$ cat src/rtl/deser_pkg.sv
// Shared defaults and state encoding for the serial-to-parallel deserializer.
package deser_pkg;

  localparam int DESER_WIDTH_DEF = 16;
  localparam int DESER_GAP_DEF   = 4;

  typedef enum logic {
    IDLE    = 1'b0,
    COLLECT = 1'b1
  } deser_state_t;

endpackage

$ cat src/rtl/deser_if.sv
// Serial input stream plus assembled-word output of the deserializer.
interface deser_if
  import deser_pkg::*;
#(
  parameter int WIDTH = DESER_WIDTH_DEF
) ();

  localparam int MOD_W = $clog2(WIDTH);

  logic             ser_data_i;
  logic             ser_data_val_i;
  logic [WIDTH-1:0] deser_data_o;
  logic [MOD_W-1:0] deser_mod_o;
  logic             deser_data_val_o;
  logic             busy_o;

  modport master (
    output ser_data_i, ser_data_val_i,
    input  deser_data_o, deser_mod_o, deser_data_val_o, busy_o
  );

  modport slave (
    input  ser_data_i, ser_data_val_i,
    output deser_data_o, deser_mod_o, deser_data_val_o, busy_o
  );

endinterface

$ cat src/rtl/deserializer_idle_timer.sv
// Counts consecutive idle ticks; expired_o pulses combinationally on the GAP_CYCLES-th one.
module idle_timer #(
  parameter int GAP_CYCLES = 4
) (
  input  logic clk_i,
  input  logic rst_n_i,
  input  logic clr_i,
  input  logic tick_i,
  output logic expired_o
);

  localparam int GW = (GAP_CYCLES > 1) ? $clog2(GAP_CYCLES) : 1;
  localparam logic [GW-1:0] LAST = GW'(GAP_CYCLES - 1);

  logic [GW-1:0] gap_q, gap_d;

  always_comb begin
    expired_o = 1'b0;
    gap_d     = gap_q;
    if (clr_i) begin
      gap_d = '0;
    end else if (tick_i) begin
      if (gap_q == LAST) begin
        expired_o = 1'b1;
        gap_d     = '0;
      end else begin
        gap_d = gap_q + GW'(1);
      end
    end
  end

  always_ff @(posedge clk_i or negedge rst_n_i) begin
    if (!rst_n_i) begin
      gap_q <= '0;
    end else begin
      gap_q <= gap_d;
    end
  end

endmodule

$ cat src/rtl/deserializer.sv
// Gathers an MSB-first serial stream into WIDTH-bit words; idle gaps flush partial words
// left-aligned with a bit count (0 = full word). Outputs registered, one cycle after the event.
module deserializer
  import deser_pkg::*;
#(
  parameter int WIDTH      = DESER_WIDTH_DEF,
  parameter int GAP_CYCLES = DESER_GAP_DEF
) (
  input  logic    clk_i,
  input  logic    rst_n_i,
  deser_if.slave  bus
);

  localparam int MOD_W = $clog2(WIDTH);
  localparam logic [MOD_W-1:0] LAST_BIT = MOD_W'(WIDTH - 1);
  localparam logic [MOD_W:0]   FULL     = (MOD_W + 1)'(WIDTH);

  deser_state_t     state_q, state_d;
  logic [WIDTH-1:0] shift_q, shift_d;
  logic [MOD_W-1:0] cnt_q,   cnt_d;
  logic [WIDTH-1:0] data_q,  data_d;
  logic [MOD_W-1:0] mod_q,   mod_d;
  logic             val_q,   val_d;
  logic             busy_q,  busy_d;

  logic             bit_vld;
  logic             gap_clr;
  logic             gap_tick;
  logic             gap_expired;
  logic [MOD_W:0]   align_shamt;
  logic [WIDTH-1:0] partial_word;

  assign bit_vld  = bus.ser_data_val_i;
  assign gap_clr  = (state_q == IDLE) || bit_vld;
  assign gap_tick = (state_q == COLLECT) && !bit_vld;

  idle_timer #(
    .GAP_CYCLES (GAP_CYCLES)
  ) u_idle_timer (
    .clk_i     (clk_i),
    .rst_n_i   (rst_n_i),
    .clr_i     (gap_clr),
    .tick_i    (gap_tick),
    .expired_o (gap_expired)
  );

  // Partial words are flushed left-aligned so the first bit always sits at [WIDTH-1].
  assign align_shamt  = FULL - {1'b0, cnt_q};
  assign partial_word = shift_q << align_shamt;

  always_comb begin
    state_d = state_q;
    shift_d = shift_q;
    cnt_d   = cnt_q;
    data_d  = data_q;
    mod_d   = mod_q;
    val_d   = 1'b0;

    unique case (state_q)
      IDLE: begin
        if (bit_vld) begin
          shift_d = {{(WIDTH-1){1'b0}}, bus.ser_data_i};
          cnt_d   = MOD_W'(1);
          state_d = COLLECT;
        end
      end
      COLLECT: begin
        if (bit_vld) begin
          shift_d = {shift_q[WIDTH-2:0], bus.ser_data_i};
          if (cnt_q == LAST_BIT) begin
            data_d  = shift_d;
            mod_d   = '0;
            val_d   = 1'b1;
            cnt_d   = '0;
            state_d = IDLE;
          end else begin
            cnt_d = cnt_q + MOD_W'(1);
          end
        end else if (gap_expired) begin
          data_d  = partial_word;
          mod_d   = cnt_q;
          val_d   = 1'b1;
          cnt_d   = '0;
          state_d = IDLE;
        end
      end
      default: state_d = IDLE;
    endcase

    busy_d = (cnt_d != '0);
  end

  always_ff @(posedge clk_i or negedge rst_n_i) begin
    if (!rst_n_i) begin
      state_q <= IDLE;
      shift_q <= '0;
      cnt_q   <= '0;
      data_q  <= '0;
      mod_q   <= '0;
      val_q   <= 1'b0;
      busy_q  <= 1'b0;
    end else begin
      state_q <= state_d;
      shift_q <= shift_d;
      cnt_q   <= cnt_d;
      data_q  <= data_d;
      mod_q   <= mod_d;
      val_q   <= val_d;
      busy_q  <= busy_d;
    end
  end

  assign bus.deser_data_o     = data_q;
  assign bus.deser_mod_o      = mod_q;
  assign bus.deser_data_val_o = val_q;
  assign bus.busy_o           = busy_q;

endmodule

$ cat src/flat_wrapper.sv
// flat-port wrapper written by rule: the top's interface ports become plain ports
module deserializer_flat import deser_pkg::*;
#(
  parameter int WIDTH      = DESER_WIDTH_DEF,
  parameter int GAP_CYCLES = DESER_GAP_DEF
)
  (clk_i, rst_n_i, bus_ser_data_i, bus_ser_data_val_i, bus_deser_data_o, bus_deser_mod_o, bus_deser_data_val_o, bus_busy_o);
  deser_if #(.WIDTH(WIDTH)) bus_i ();
  input  logic clk_i;
  input  logic rst_n_i;
  input wire logic [$bits(bus_i.ser_data_i)-1:0] bus_ser_data_i;
  input wire logic [$bits(bus_i.ser_data_val_i)-1:0] bus_ser_data_val_i;
  output wire logic [$bits(bus_i.deser_data_o)-1:0] bus_deser_data_o;
  output wire logic [$bits(bus_i.deser_mod_o)-1:0] bus_deser_mod_o;
  output wire logic [$bits(bus_i.deser_data_val_o)-1:0] bus_deser_data_val_o;
  output wire logic [$bits(bus_i.busy_o)-1:0] bus_busy_o;
  assign bus_i.ser_data_i = bus_ser_data_i;
  assign bus_i.ser_data_val_i = bus_ser_data_val_i;
  assign bus_deser_data_o = bus_i.deser_data_o;
  assign bus_deser_mod_o = bus_i.deser_mod_o;
  assign bus_deser_data_val_o = bus_i.deser_data_val_o;
  assign bus_busy_o = bus_i.busy_o;
  deserializer #(.WIDTH(WIDTH), .GAP_CYCLES(GAP_CYCLES)) u_core (.clk_i(clk_i), .rst_n_i(rst_n_i), .bus(bus_i));
endmodule
$ cat config.mk
export PLATFORM = sky130hd
export DESIGN_NAME = deserializer_flat
export DESIGN_NICKNAME = d
export VERILOG_FILES = /design/src/rtl/deser_pkg.sv /design/src/rtl/deser_if.sv /design/src/rtl/deserializer_idle_timer.sv /design/src/rtl/deserializer.sv /design/src/flat_wrapper.sv
export SDC_FILE = /design/constraint.sdc
export NUM_CORES = 1
export LEC_CHECK = 0
export BUFFER_PORTS_ARGS = -buffer_cell sky130_fd_sc_hd__buf_2
export CAP_MARGIN = 20
export CORE_MARGIN = 5
export CORE_UTILIZATION = 55
export CTS_CLUSTER_SIZE = 28
export DETAILED_ROUTE_END_ITERATION = 10
export GPL_TIMING_DRIVEN = 1
export PLACE_DENSITY = 0.75
export RECOVER_POWER = 50
export SYNTH_ARGS = -nofsm -noshare
export SYNTH_HDL_FRONTEND = slang
export SYNTH_HIERARCHICAL = 1
export SYNTH_SLANG_ARGS = --single-unit
$ cat constraint.sdc
create_clock -name clk_i -period 6.2 [get_ports clk_i]
set_clock_uncertainty 0.05 [all_clocks]
set_input_delay 0.62 -clock clk_i [delete_from_list [all_inputs] [get_ports clk_i]]
set_output_delay 0.62 -clock clk_i [all_outputs]
set_load 0.02 [all_outputs]
## Yosys cells after proc, flatten, opt, wreduce, memory -nomap -nowiden

Index checks and enable logic that the tools add are counted.

| storage, ports and cells | value |
|---|---|
| memory bits (read-only) | 0 |
| memories kept | 0 |
| logic and storage cells | 55 |
| bits in writable memories | 0 |
| output and inout bits | 22 |
| latch bits | 0 |
| bits of input ports | 4 |
| bits in registers | 45 |

| operators by class | value |
|---|---|
| magnitude comparators | 0 |
| add/sub/neg operators | 3 |
| multiply operators | 0 |
| div/mod/pow operators | 0 |
| reduce and logical (&&, ||, !) cells | 8 |
| equality and inequality tests | 5 |
| bitwise gates (word level) | 1 |
| shift operators | 1 |
| muxes and demuxes | 29 |

Operators with widths:

| cell | number |
|---|---|
| $mux 16 | 5 |
| $pmux 16 s2 | 1 |
| $mux 4 | 7 |
| $shl 16x5->16 | 1 |
| $mux 1 | 11 |
| $pmux 4 s2 | 1 |
| $mux 2 | 3 |
| $sub 5x4->5 const A | 1 |
| $add 4x1->4 const B | 1 |
| $eq 4x4->1 const B | 1 |
| $ne 2x2->1 const B | 2 |
| $reduce_bool 2->1 | 2 |
| $reduce_bool 4->1 | 1 |
| $reduce_and 3->1 | 1 |
| $add 2x1->2 const B | 1 |
| $eq 2x2->1 const B | 1 |
| $ne 2x1->1 const B | 1 |
| $pmux 1 s2 | 1 |
| $reduce_and 2->1 | 1 |
| $logic_and 1x1->1 | 1 |
| $logic_not 1->1 | 1 |
| $logic_or 1x1->1 | 1 |
| $not 1->1 | 1 |

## Longest topological paths before layout

Gate-level depths: netlist of run 1.

| depth | value |
|---|---|
| word-level depth | 8 |
| depth in mapped cells | 13 |
| mapped depth without buffers | 10 |

## By module

The synthesis of run 1 kept the hierarchy.

Modules (own cells, without submodules):

| module | cells an instance | instances | area each (um^2) |
|---|---|---|---|
| deserializer | 234 | 1 | 2,471.1 |
| idle_timer | 10 | 1 | 107.6 |

## Worst setup path after synthesis of run 1

Ideal clock, no wire load.

| timing path | value |
|---|---|
| path kind | input to register |
| start point | in bus_ser_data_val_i |
| end point | reg u_core.busy_q, in the netlist u_core/bus.busy_o |
| arrival time | 2.484 ns |
| required time | 6.011 ns |
| stages | 10 |
| path buffers | 2 |
| path slack | 3.527 ns |
| library setup time | 0.139 ns |
| cell sequence | buf_2 -> clkinv_1 -> clkbuf_1 -> nand2_1 -> inv_1 -> nand2_1 -> nor2_1 -> a21oi_1 -> a32o_1 -> or4_1 |

| on the way | value |
|---|---|
| elaborated cells between the ends (all ways) | 10 |
| those cells by class | mux: 6; reduce/logical: 4 |

RTL lines:

| element | RTL line | text |
|---|---|---|
| from (decl) | flat_wrapper.sv:12 | `input wire logic [$bits(bus_i.ser_data_val_i)-1:0] bus_ser_data_val_i;` |
| $logic_or 1x1->1 | deserializer.sv:34 | `assign gap_clr = (state_q == IDLE) \|\| bit_vld;` |
| via u_core.gap_clr | deserializer.sv:27 | `logic gap_clr;` |
| $mux 1 | deserializer_idle_timer.sv:20 | `if (clr_i) begin` |
| via u_core.gap_expired | deserializer.sv:29 | `logic gap_expired;` |
| $mux 4 | deserializer.sv:79 | `end else if (gap_expired) begin` |
| $mux 4 | deserializer.sv:68 | `if (bit_vld) begin` |
| $pmux 4 s2 | deserializer.sv:59 | `unique case (state_q)` |
| via u_core.cnt_d[1] | deserializer.sv:20 | `logic [MOD_W-1:0] cnt_q, cnt_d;` |
| $reduce_bool 4->1 | deserializer.sv:90 | `busy_d = (cnt_d != '0);` |
| via u_core.busy_d | deserializer.sv:24 | `logic busy_q, busy_d;` |
| to (signal assigned) | deserializer.sv:109 | `busy_q <= busy_d;` |
| to (decl) | deserializer.sv:24 |  |

The timed path passes the listed nets, and every way through them passes these cells.
A chain may end at the register's enable or synchronous reset.

## Worst setup path in the final report of run 1

| timing path | value |
|---|---|
| start point | in bus_ser_data_val_i |
| end point | reg u_core.mod_q[3], in the netlist u_core/bus.deser_mod_o[3] |

| on the way | value |
|---|---|
| elaborated cells between the ends (all ways) | 9 |
| those cells by class | eq/ne: 1; mux: 3; reduce/logical: 5 |

RTL lines:

| element | RTL line | text |
|---|---|---|
| $logic_or 1x1->1 | deserializer.sv:34 |  |
| via u_core.gap_clr | deserializer.sv:27 |  |
| $mux 1 | deserializer_idle_timer.sv:20 |  |
| via u_core.gap_expired | deserializer.sv:29 |  |
| $reduce_bool 2->1 (no line) | - |  |
| $reduce_and 3->1 (no line) | - |  |
| to (signal assigned) | deserializer.sv:107 | `mod_q <= mod_d;` |
| to (decl) | deserializer.sv:22 | `logic [MOD_W-1:0] mod_q, mod_d;` |

The timed path passes the listed nets, and every way through them passes these cells.

==> results of run 1 <==
layout make-up:
type | count | area share [%]
clock buffer | 7 | 3.15
inverter | 8 | 1.09
multi-input combinational | 171 | 48.0
sequential | 45 | 41.0
tap | 54 | 2.46
timing repair buffer | 26 | 4.24
critical path: stages:
cell and delay, ns:
buf_2 0.50, clkinv_1 0.61, nand2_1 0.32, inv_1 0.12, nand2_1 0.07, nor2_1 0.07, nor2_1 0.12, nand3b_1 0.47
clkinv_1 0.70, nand3_1 0.28, nand2_1 0.07
flip-flops by register name, summed over array words and instances (netlist names):
| register | cells |
|---|---|
| u_core/bus.busy_o | 1 |
| u_core/bus.deser_mod_o | 4 |
| u_core/cnt_q | 4 |
| u_core/bus.deser_data_val_o | 1 |
| u_core/shift_q | 16 |
| u_core/state_q | 1 |
| u_core/bus.deser_data_o | 16 |
| u_core/u_idle_timer/gap_q | 2 |
per-stage QoR:
| step | worst slack (ns) | cells |
|---|---|---|
| 2_1_floorplan | 3.53 | 244 |
| 3_3_place_gp | 2.25 | 303 |
| 3_5_place_dp | 2.09 | 303 |
| 4_1_cts | 2.40 | 310 |
| 5_1_grt | 1.82 | 311 |
| 6_report | 2.37 | 311 |
worst max-delay path by stage:
| stage | cells after the start | slack, ns | to |
|---|---|---|---|
| CTS | 11 | 2.40 | u_core/bus.deser_mod_o[3]$_DFFE_PN0P_ |
| finish | 11 | 2.37 | u_core/bus.deser_mod_o[3]$_DFFE_PN0P_ |
| global placement | 11 | 2.25 | u_core/bus.deser_data_o[3]$_DFFE_PN0P_ |
| detailed placement | 11 | 2.09 | u_core/bus.deser_mod_o[3]$_DFFE_PN0P_ |
| global route | 11 | 1.82 | u_core/bus.deser_data_o[11]$_DFFE_PN0P_ |
| floorplan | 10 | 3.53 | u_core/bus.busy_o$_DFF_PN0_ |
kinds of logic after synthesis:
logic type | Yosys count
adder cells (fa/ha/maj) | 3
flip-flops | 45
AO/OA/AOI/OAI | 54
AND/OR/NAND/NOR | 79
buffers and inverters | 28
XOR/XNOR | 4
multiplexers | 31
Yosys cell counts, types with 3 or more instances:
master | n | area (sq um)
a2111oi_0 | 4 | 35.0
a21oi_1 | 12 | 60.1
a221oi_1 | 8 | 70.1
a22o_1 | 15 | 131
a31oi_1 | 3 | 18.8
buf_6 | 3 | 33.8
clkbuf_1 | 11 | 41.3
dfrtp_1 | 45 | 1130
ha_1 | 3 | 37.5
inv_1 | 6 | 22.5
mux2_2 | 4 | 45.0
mux2i_1 | 17 | 170
mux4_1 | 5 | 131
mux4_2 | 5 | 113
nand2_1 | 14 | 52.6
nand3_1 | 5 | 25.0
nor2_1 | 36 | 135
nor3_1 | 9 | 45.0
o21ai_0 | 3 | 15.0
layer usage:
layer	share of wire, %	global-route usage, %	up-vias
met5	0	0	-
met4	1.3	5.94	0
met3	7.5	4.47	6
met2	45	28.2	75
met1	46	27.9	958
li1	-	-	937
power groups by stage:
stage	registers [mW]	logic, mW	clock network [mW]
global route	0.428	0.486	0.195
detailed placement	0.423	0.451	0
finish	0.418	0.447	0.179
floorplan	0.433	0.351	0
CTS	0.417	0.452	0.183
global placement	0.422	0.442	0
==> impl_metrics.env, run 1 <==
export IMPL_start_util_pct=55.7
export IMPL_ioPinCount=26
export IMPL_power_mw=1.04
export IMPL_antenna_found_initial=0
export IMPL_design_area_sq_mm=0.00274
export IMPL_final_common_cell="dfrtp_1"
export IMPL_diodes=0
export IMPL_grt_max_degree=46
export IMPL_violations="capacitance limit, slew limit"
export IMPL_hold_class="in2async"
export IMPL_wl_per_cell_um=17.5
export IMPL_cts_path_max_buffers=2
export IMPL_first_pass_iters=6
export IMPL_htreeDepth=2
export IMPL_setup_viol=0
export IMPL_slew_violations=43
export IMPL_fmax_ghz=0.261
export IMPL_portBuffers=25
export IMPL_area_growth_pct=6.40
export IMPL_root_buffer="clkbuf_8"
export IMPL_placed_area_sq_mm=0.00267
export IMPL_pwr_share_clk_pct=17.1
export IMPL_timing_rr_start="u_core/cnt_q[0]$_DFF_PN0_"
export IMPL_nets=264
export IMPL_synth_top_family_by_area="multiplexers"
export IMPL_p_switching_mw=0.424
export IMPL_synth_simple_area_share_pct=14.1
export IMPL_synth_edf_count=0
export IMPL_final_cell_mix="dfrtp_1, nor2_1, mux2i_1, buf_2, a22o_1"
export IMPL_power_density_mw_per_mm2=381
export IMPL_status="finished with violations"
export IMPL_cp_required_ns=6.33
export IMPL_p_leak_nw=1.18
export IMPL_routed_wl_um=5430
export IMPL_fillCellCount=424
export IMPL_die_x_um=78.5
export IMPL_rsz0062_at_grt="false"
export IMPL_end_kind="flip-flop"
export IMPL_finalCriticalPeriod_ns=3.83
export IMPL_viasPerCell=6.35
export IMPL_cts_sinks=45
export IMPL_start_kind="input pin"
export IMPL_ant_nets=0
export IMPL_gr_total_overflow=0
export IMPL_hold_violations=0
export IMPL_maxCapViolations=1
export IMPL_pwr_share_seq_pct=40.0
export IMPL_ctsResizeCount=0
export IMPL_vias=1976
export IMPL_drive_gt1_share_pct=12.8
export IMPL_cp_arrival_ns=3.96
export IMPL_postCtsHoldBufs=0
export IMPL_ys_ff_latch=45
export IMPL_grt_first_pass_wirelength_um=9210
export IMPL_ys_seq_area_share_pct=43.7
export IMPL_syn_avg_cell_area_sq_um=10.6
export IMPL_coreArea_sq_mm=0.00463
export IMPL_detail_route_iter0_violations=244
export IMPL_dieHeight_um=78.5
export IMPL_tritoncts="done"
export IMPL_cts_setup_buffers=0
export IMPL_path_clk_slew_ns=0.08
export IMPL_internal_power_mw=0.620
export IMPL_worstRegToRegCells=7
export IMPL_synth_compound_area_share_pct=15.8
export IMPL_path_max_fanout=42
export IMPL_worst_setup_path_type="in2reg"
export IMPL_rr_endpoint="u_core/bus.deser_data_o[13]$_DFFE_PN0P_"
export IMPL_r2r_setup_slack_ns=2.89
export IMPL_gp_congestion=0.909
export IMPL_syn_cell_area_sq_mm=0.00258
export IMPL_synth_adder_area_share_pct=1.46
export IMPL_fin_crit_sh_pct=61.8
export IMPL_hpwl_um=3790
export IMPL_muxShareOfSynthArea_pct=17.8
export IMPL_whs_ns=0.0811
export IMPL_synthXorXnorAreaFrac_pct=1.94
export IMPL_synth_cells=244
export IMPL_crit_start="bus_ser_data_val_i"
export IMPL_synth_nets=251
export IMPL_drc=0
export IMPL_max_slew_margin_pct=-48.1
export IMPL_worstMarginPinSlew_ns=2.22
export IMPL_finalSetupTns_ns=0
export IMPL_synth_flop_cell="dfrtp_1"
export IMPL_grt_pass1_vias=1775
export IMPL_fin_util_pct=59.3
export IMPL_multi_input_area_sq_mm=0.00132
export IMPL_cts_buffers=5
export IMPL_grtUsageTotal_pct=19.1
export IMPL_async_reset_ff_share_pct=100
export IMPL_ys_warn_count=6
export IMPL_power_share_combinational_pct=42.8
export IMPL_ir_drop_mv=0.158
export IMPL_ys_types=45
export IMPL_rows=25
export IMPL_die_area_sq_mm=0.00616
export IMPL_regArea_sq_mm=0.00113
export IMPL_switching_share_pct=40.6
export IMPL_clkLatencyLatePin_ns=0.30
No activity file was read; power rests on OpenSTA's default activity.
==> inputs of run 2 (changes only) <==
--- a/config.mk
+++ b/config.mk
@@ -5,10 +5,11 @@
 export SDC_FILE = /design/constraint.sdc
 export NUM_CORES = 1
 export LEC_CHECK = 0
+export ABC_AREA = 1
 export BUFFER_PORTS_ARGS = -buffer_cell sky130_fd_sc_hd__buf_2
 export CAP_MARGIN = 20
 export CORE_MARGIN = 5
-export CORE_UTILIZATION = 55
+export CORE_UTILIZATION = 53
 export CTS_CLUSTER_SIZE = 28
 export DETAILED_ROUTE_END_ITERATION = 10
 export GPL_TIMING_DRIVEN = 1
==> constraint.sdc (replaced) <==
create_clock -name clk_i -period 3.3 [get_ports clk_i]
set_clock_uncertainty 0.05 [all_clocks]
set_input_delay 0.33 -clock clk_i [delete_from_list [all_inputs] [get_ports clk_i]]
set_output_delay 0.33 -clock clk_i [all_outputs]
set_load 0.02 [all_outputs]
==> impl_metrics.env, run 2 <==
export IMPL_final_cell_mix="nand2_1, nand3_1, dfrtp_1, nor2_1, inv_1"
export IMPL_worst_setup_path_type="in2reg"
export IMPL_timing_rr_start="u_core/state_q$_DFF_PN0_"
export IMPL_synth_cells=374
export IMPL_drive_gt1_share_pct=13.6
export IMPL_ys_types=31
export IMPL_regArea_sq_mm=0.00113
export IMPL_nets=398
export IMPL_synth_most_common_cell="nand2_1"
export IMPL_ys_seq_area_share_pct=41.0
export IMPL_status="complete, no violations"
export IMPL_finalCriticalPeriod_ns=2.52
export IMPL_power_density_mw_per_mm2=728
export IMPL_cts_buffers=5
export IMPL_first_pass_iters=4
export IMPL_start_util_pct=54.1
export IMPL_rows=26
export IMPL_path_max_fanout=30
export IMPL_design_area_sq_mm=0.00293
export IMPL_worstMarginPinSlew_ns=1.24
export IMPL_path_clk_slew_ns=0.08
export IMPL_gp_congestion=0.896
export IMPL_synth_nets=381
export IMPL_grt_max_degree=46
export IMPL_slew_violations=0
export IMPL_portBuffers=25
export IMPL_maxCapViolations=0
export IMPL_syn_cell_area_sq_mm=0.00275
export IMPL_grt_pass1_vias=2271
export IMPL_die_x_um=82
export IMPL_detail_route_iter0_violations=262
export IMPL_cts_sinks=45
export IMPL_finalSetupTns_ns=0
export IMPL_yosysTopAreaCell="dfrtp_1"
export IMPL_routed_wl_um=6650
export IMPL_synth_top_area_share_pct=41.0
export IMPL_diodes=0
export IMPL_crit_start="bus_ser_data_val_i"
export IMPL_ys_ff_latch=45
export IMPL_wl_per_cell_um=14.4
export IMPL_grtUsageTotal_pct=21.5
export IMPL_grt_first_pass_wirelength_um=10900
export IMPL_end_kind="flip-flop"
export IMPL_endpoint="u_core/bus.deser_data_o[13]$_DFFE_PN0P_"
export IMPL_root_buffer="clkbuf_8"
export IMPL_hold_depth=3
export IMPL_ys_top_cells_by_area="dfrtp_1, nand2_1, nand3_1, nor2_1, inv_1"
export IMPL_ioPinCount=26
export IMPL_min_from="bus_ser_data_i"
export IMPL_rsz0062_at_grt="false"
export IMPL_final_common_cell="nand2_1"
export IMPL_fin_crit_sh_pct=76.4
export IMPL_viasPerCell=5.33
export IMPL_r2r_setup_slack_ns=0.93
export IMPL_area_growth_pct=6.60
export IMPL_fin_util_pct=57.7
export IMPL_cp_required_ns=3.44
export IMPL_fillCellCount=504
export IMPL_p_leak_nw=1.45
export IMPL_dp_cells=452
export IMPL_setup_viol=0
export IMPL_fmax_ghz=0.397
export IMPL_cts_path_max_buffers=2
export IMPL_antenna_found_initial=0
export IMPL_ys_warn_count=6
export IMPL_synth_edf_count=0
export IMPL_hpwl_um=4700
export IMPL_cp_arrival_ns=2.66
export IMPL_vias=2456
export IMPL_synth_flop_cell="dfrtp_1"
export IMPL_coreArea_sq_mm=0.00507
export IMPL_htreeDepth=2
export IMPL_dieHeight_um=82
export IMPL_tritoncts="done"
export IMPL_worstRegToRegCells=11
export IMPL_rr_endpoint="u_core/bus.deser_data_o[13]$_DFFE_PN0P_"
export IMPL_start_kind="input pin"
export IMPL_fin_cells=461
export IMPL_hold_class="in2reg"
export IMPL_die_area_sq_mm=0.00672
export IMPL_drc=0
export IMPL_ant_nets=0
export IMPL_multi_input_area_sq_mm=0.00135
export IMPL_hold_violations=0
export IMPL_placed_area_sq_mm=0.00283
export IMPL_syn_avg_cell_area_sq_um=7.35
export IMPL_gr_total_overflow=0
export IMPL_cts_setup_buffers=0
export IMPL_async_reset_ff_share_pct=100
export IMPL_ir_drop_mv=0.252
export IMPL_max_slew_margin_pct=17.5
export IMPL_clkLatencyLatePin_ns=0.29
export IMPL_synth_common_cells="nand2_1, nand3_1, dfrtp_1"
run 2: worst min-delay path by stage:
stage	endpoint	slack (ns)
CTS	u_core/bus.deser_mod_o[1]$_DFFE_PN0P_	0.19
global route	u_core/shift_q[0]$_DFFE_PN0P_	0.23
finish	u_core/shift_q[0]$_DFFE_PN0P_	0.22
detailed placement	u_core/bus.deser_mod_o[2]$_DFFE_PN0P_	0.42
floorplan	u_core/bus.busy_o$_DFF_PN0_	-0.02
global placement	u_core/u_idle_timer/gap_q[1]$_DFFE_PN0P_	0.41
run 2: cells by family (layout without fill, tap and decap cells):
family / Yosys count / in the layout / share of synthesized area, %
compound gates: 45 / 45 / 9.61
xor+xnor: 1 / 1 / 0.319
fa+ha+maj: 3 / 3 / 1.37
buf+inv: 49 / 66 / 9.84
flops: 45 / 45 / 41.0
simple gates: 231 / 231 / 37.9
run 2: what timing repair did:
item                                    in CTS  in global routing
endpoints found under the setup margin       0                  0
endpoints found under the hold margin        0                  5
hold buffers                                 0                  1
gates resized for setup                      0                  0
run 2: worst max-delay path, cell delays in order:
cell	delay, ns
clkbuf_1	0.88
nor2_1	0.28
inv_1	0.19
nor2_1	0.06
nand2_1	0.08
nand2_1	0.10
nand2_4	0.20
inv_6	0.12
or2_2	0.29
nand2_1	0.07
inv_1	0.04
run 2: final cells by class:
type,count,share of cell area [%]
repair buffers,30,5.60
flip-flops and latches,45,38.4
well taps,70,2.99
inverters,29,3.89
multi-input cells,280,46.1
clock buffers,7,2.95
run 2: through the flow:
step,hold WS (ns),total power [mW],setup WS (ns)
after floorplan,-0.0156,1.58,1.31
after global placement,0.410,1.79,1.01
after detailed placement,0.419,1.79,0.973
after CTS,0.185,2.14,0.967
after global routing,0.229,2.30,0.600
final,0.222,2.13,0.779
run 2: where the power goes:
part	internal, mW	switching (mW)	leakage [nW]
Combinational	0.327	0.726	0.831
Sequential	0.653	0.0817	0.570
Clock	0.166	0.176	0.0443
run 2: per-layer routing:
metal / global-route usage (%) / up-vias / part of all wire (%)
li1: - / 1244 / -
met1: 29.8 / 1133 / 47
met2: 33.3 / 65 / 46
met3: 3.73 / 14 / 4.5
met4: 8.64 / 0 / 2.3
met5: 0 / - / 0
